--- src/rtl/clk_div_multi.sv ---
// Multi-channel integer clock divider; ratio changes and disables take effect only at period boundaries.
// Define CLK_DIV_TICK_EN to drive o_tick; otherwise o_tick is tied low and its registers are removed.
module clk_div_multi #(
   parameter int unsigned RATIO_WD = 8,
   parameter int unsigned NUM_CH   = 2
) (
   input  logic                       i_ref_clk,
   input  logic                       i_rst,
   input  logic [NUM_CH-1:0]          i_clk_en,
   input  logic [NUM_CH*RATIO_WD-1:0] i_div_ratio,
   input  logic [NUM_CH-1:0]          i_ratio_load,
   output logic [NUM_CH-1:0]          o_div_clk,
   output logic [NUM_CH-1:0]          o_ratio_ack,
   output logic [NUM_CH-1:0]          o_tick
);

   typedef enum logic [1:0] {
      IDLE  = 2'd0,
      RUN   = 2'd1,
      DRAIN = 2'd2
   } state_t;

   localparam logic [RATIO_WD-1:0] ONE = RATIO_WD'(1);
   localparam logic [RATIO_WD-1:0] TWO = RATIO_WD'(2);

   for (genvar k = 0; k < NUM_CH; k++) begin : g_ch
      state_t              state, state_nx;
      logic [RATIO_WD-1:0] act_ratio, act_nx;
      logic [RATIO_WD-1:0] pend_ratio;
      logic [RATIO_WD-1:0] count, count_nx;
      logic                pend_vld;
      logic                div_r, div_nx;
      logic                ack;
      logic                boundary, apply;

      // Validity is judged on the ratio in force after this edge, so a ratio applied
      // in IDLE can start the channel at once and an invalid one can never enter RUN.
      always_comb begin
         boundary = (state != IDLE) && (count == act_ratio - ONE);
         apply    = pend_vld && ((state == IDLE) || boundary);
         act_nx   = apply ? pend_ratio : act_ratio;
         state_nx = state;
         count_nx = '0;
         div_nx   = 1'b0;
         case (state)
            IDLE: begin
               if (i_clk_en[k] && (act_nx >= TWO)) begin
                  state_nx = RUN;
                  div_nx   = 1'b1;
               end
            end
            default: begin
               if (boundary && (!i_clk_en[k] || (act_nx < TWO))) begin
                  state_nx = IDLE;
               end else begin
                  state_nx = i_clk_en[k] ? RUN : DRAIN;
                  count_nx = boundary ? '0 : count + ONE;
                  div_nx   = count_nx < (act_nx >> 1);
               end
            end
         endcase
      end

      always_ff @(posedge i_ref_clk or posedge i_rst) begin
         if (i_rst) begin
            state      <= IDLE;
            act_ratio  <= '0;
            pend_ratio <= '0;
            pend_vld   <= 1'b0;
            count      <= '0;
            div_r      <= 1'b0;
            ack        <= 1'b0;
         end else begin
            state     <= state_nx;
            act_ratio <= act_nx;
            count     <= count_nx;
            div_r     <= div_nx;
            ack       <= apply;
            // A load coinciding with an apply re-arms pending for the next boundary.
            if (i_ratio_load[k]) begin
               pend_ratio <= i_div_ratio[k*RATIO_WD +: RATIO_WD];
               pend_vld   <= 1'b1;
            end else if (apply) begin
               pend_vld <= 1'b0;
            end
         end
      end

      assign o_div_clk[k]   = (state == IDLE) ? i_ref_clk : div_r;
      assign o_ratio_ack[k] = ack;

`ifdef CLK_DIV_TICK_EN
      logic tick;

      always_ff @(posedge i_ref_clk or posedge i_rst) begin
         if (i_rst) begin
            tick <= 1'b0;
         end else begin
            tick <= (state_nx != IDLE) && (count_nx == '0);
         end
      end

      assign o_tick[k] = tick;
`else
      assign o_tick[k] = 1'b0;
`endif
   end

endmodule
--- config.mk ---
export PLATFORM = sky130hd
export DESIGN_NAME = clk_div_multi
export DESIGN_NICKNAME = d
export VERILOG_FILES = /design/src/rtl/clk_div_multi.sv
export SDC_FILE = /design/constraint.sdc
export NUM_CORES = 1
export LEC_CHECK = 0
export BUFFER_PORTS_ARGS = -buffer_cell sky130_fd_sc_hd__buf_2
export CAP_MARGIN = 10
export CORE_AREA = 2 2 102 104
export DETAILED_ROUTE_END_ITERATION = 8
export DIE_AREA = 0 0 104 106
export GPL_ROUTABILITY_DRIVEN = 1
export HOLD_SLACK_MARGIN = 0.1
export PLACE_DENSITY = 0.54
export SETUP_SLACK_MARGIN = 0.3
export SYNTH_ARGS = -nofsm -noshare
export SYNTH_HDL_FRONTEND = slang
export SYNTH_SLANG_ARGS = --single-unit
--- constraint.sdc ---
create_clock -name i_ref_clk -period 3.6 [get_ports i_ref_clk]
set_input_delay 0.72 -clock i_ref_clk [delete_from_list [all_inputs] [get_ports i_ref_clk]]
set_output_delay 0.72 -clock i_ref_clk [all_outputs]
set_load 0.05 [all_outputs]
==> flow_metrics.py <==
metrics = {
    "run_status": {
        "status": "complete, no violations",
    },
    "logic_synthesis": {
        "synth_ff_type": "dfrtp_1",
        "yosys.area.top_type": "dfrtp_1",
        "synthTopCellsByCount": "dfrtp_1, nor2_1, mux2_2, inv_1, xnor2_1",
        "ys_types": 57,
        "ys_ff_latch": 58,
        "synth_area_um2": 3422,
        "yosysSeqAreaShare": 0.4241,
        "synth_top_area_share": 0.4241,
        "synth_async_sr_flop_share": 1.000,
        "synth_area_leaders": "dfrtp_1, mux2_2, ha_1",
        "synth-edff-count": 0,
        "yosys_warnings": 0,
        "syn-instance-count": 330,
        "synth_most_common_cell": "dfrtp_1",
        "synth.avg_cell_area_um2": 10.37,
    },
    "sta": {
        "rsz0062_at_grt": "yes",
        "finalHoldViolations": 0,
        "maxSlewViolCount": 0,
        "fmax_ghz": 0.3070,
        "post-route-min-period_ps": 3257,
        "worst_pin_slew_ps": 649.6,
        "fin_crit_sh": 0.9048,
        "setup_violations": 0,
        "relSlewSlack": 0.5653,
        "fin_hold_ws_ps": 286.5,
        "skew_ps": 8.291,
    },
    "setup_path": {
        "start_kind": "flop",
        "crit_type": "flop to flop",
        "cp.required_ps": 3980,
        "arrival_ps": 3640,
        "cp_max_fo": 8,
        "endpoint_kind": "flop",
    },
    "drt": {
        "antenna_left": 0,
        "drt-total-wl_um": 7761,
        "viasPerCell": 4.905,
        "dr.pass1.iters": 4,
        "drt_iter0_drc": 54,
        "drc": 0,
        "avgRoutedWirePerCell_um": 14.78,
        "via_count": 2575,
    },
    "floorplanning": {
        "core_um2": 10000,
        "boundaryPins": 28,
        "die_w_um": 104,
        "initial_core_util": 0.3422,
        "dieArea_um2": 11020,
        "die_h_um": 106,
        "placementRows": 37,
    },
    "cells_and_area": {
        "fin_nets": 422,
        "fill_cells": 1015,
        "syn2layout_area_growth_pct": 25.16,
        "antenna_cells": 0,
        "fin_util": 0.4283,
        "drive_above_1_share": 0.3573,
    },
    "global_route": {
        "grt_pass1_wl_um": 12790,
        "grt_max_degree": 23,
        "grt_pass1_vias": 2755,
        "overflow": 0,
        "antenna_found_initial": 0,
        "grtUsageTotal": 0.1467,
    },
    "placed_design": {
        "place.gp.congestion": 0.7694,
        "io_buffers": 25,
        "dp_hpwl_um": 5685,
    },
    "power_and_ir_drop": {
        "ir_drop_v": 0.0002574,
        "p_leak_nw": 1.929,
        "power.density_nw_per_um2": 648.9,
    },
    "cts": {
        "cts_hold_buf": 0,
        "cts_tree": "built",
        "clk_pin_slew_worst_paths_ps": 70,
        "clk_latency_ps": 440,
    },
    "min_path": {
        "hold_class": "input port to asynchronous set/reset pin",
    },
    "flow_run": {
        "maxCapViolations": 0,
    },
}
report_power, final:
group,leakage [nW],switching [mW],internal [mW]
Combinational,1.09,0.496,0.496
Sequential,0.700,0.199,0.786
Clock,0.137,0.351,0.451
registers in the layout, summed over array words and instances, names as in the netlist:
register	cells
g_ch.ack	2
g_ch.count	16
g_ch.pend_vld	2
g_ch.pend_ratio	16
g_ch.state	4
g_ch.act_ratio	16
g_ch.div_r	2
cells by family (layout without fill, tap and decap cells):
logic type,after synthesis,count (layout),synth area share
XOR/XNOR,28,28,0.07166
other,1,2,0.001096
AND/OR/NAND/NOR,108,108,0.1627
buffers and inverters,32,90,0.04497
multiplexers,40,40,0.1316
AO/OA/AOI/OAI,47,47,0.1053
adder cells (fa/ha/maj),16,16,0.05850
flip-flops,58,58,0.4241
what timing repair did:
item	in CTS	in global routing
gates resized for setup	16	30
endpoints found under the setup margin	2	2
pin swaps	3	13
buffers inserted	8	10
per-stage QoR:
stage / cell area [um2] / setup WS (ps) / instances / TNS (ps) / total power [mW]
after floorplan: 3426 / 447.8 / 331 / 0 / 1.655
after global placement: 3699 / -12.32 / 487 / -12.32 / 1.846
after detailed placement: 3699 / -35.24 / 487 / -35.24 / 1.864
after CTS: 4084 / 318.6 / 515 / 0 / 2.687
after global routing: 4283 / 135.9 / 525 / 0 / 2.978
final: 4283 / 342.9 / 525 / 0 / 2.779
cells in the final DEF, fill, tap and decap left out, types with 6 or more instances in the layout:
cell type,netlist,final
xor2_1,10,10
dfrtp_1,58,50
mux2i_1,12,9
ha_1,16,11
nand2b_1,10,10
mux2_2,19,19
buf_4,4,24
o21ai_0,7,6
nand2_1,9,9
buf_2,2,25
inv_1,18,15
dfrtp_2,0,8
nand3_1,11,11
xnor2_1,18,18
clkbuf_8,0,14
nor2_1,45,42
critical path, stage by stage, from the launching register on:
cell      delay [ps]
dfrtp_2          440
inv_1            110
ha_4             170
nand2_1           50
nor4_1           180
a31oi_1           70
or4_4            450
a21oi_4          200
o21ai_4          140
mux2i_1          270
ha_1             260
o21ai_0          150
nand2b_1          90
a21oi_2          150
nor3_2            50
o21ai_1          120
nand2b_1         120
o211a_1          150
cell type report:
class | instances | area [um2] | share of cell area
sequential | 58 | 1461 | 0.3412
clock inverter | 6 | 66.31 | 0.01548
multi-input combinational | 241 | 1993 | 0.4654
clock buffer | 16 | 202.7 | 0.04733
inverter | 19 | 71.32 | 0.01665
tap | 136 | 170.2 | 0.03973
timing repair buffer | 49 | 317.8 | 0.07420
worst paths after layout:
kind                       cells after the start  slack [ps]                   from                    to
min in group i_ref_clk                         2         470            i_clk_en[0]      g_ch[0].state[1]
setup / recovery                              17         340   g_ch[0].act_ratio[1]         g_ch[0].div_r
setup reg to reg                              17         340   g_ch[0].act_ratio[1]         g_ch[0].div_r
hold / removal                                 2         290                  i_rst      g_ch[0].pend_vld
hold reg to reg                                1         490  g_ch[1].pend_ratio[0]  g_ch[1].act_ratio[0]
max in group asynchronous                      3        2640                  i_rst  g_ch[1].act_ratio[3]
routing by layer:
metal,track usage,share of wire,vias up
met5,0,0,-
met4,0.06274,0.015,0
met3,0.04353,0.029,11
met2,0.2679,0.54,47
met1,0.1575,0.42,1266
li1,-,-,1251
No activity file was read; power rests on OpenSTA's default activity.
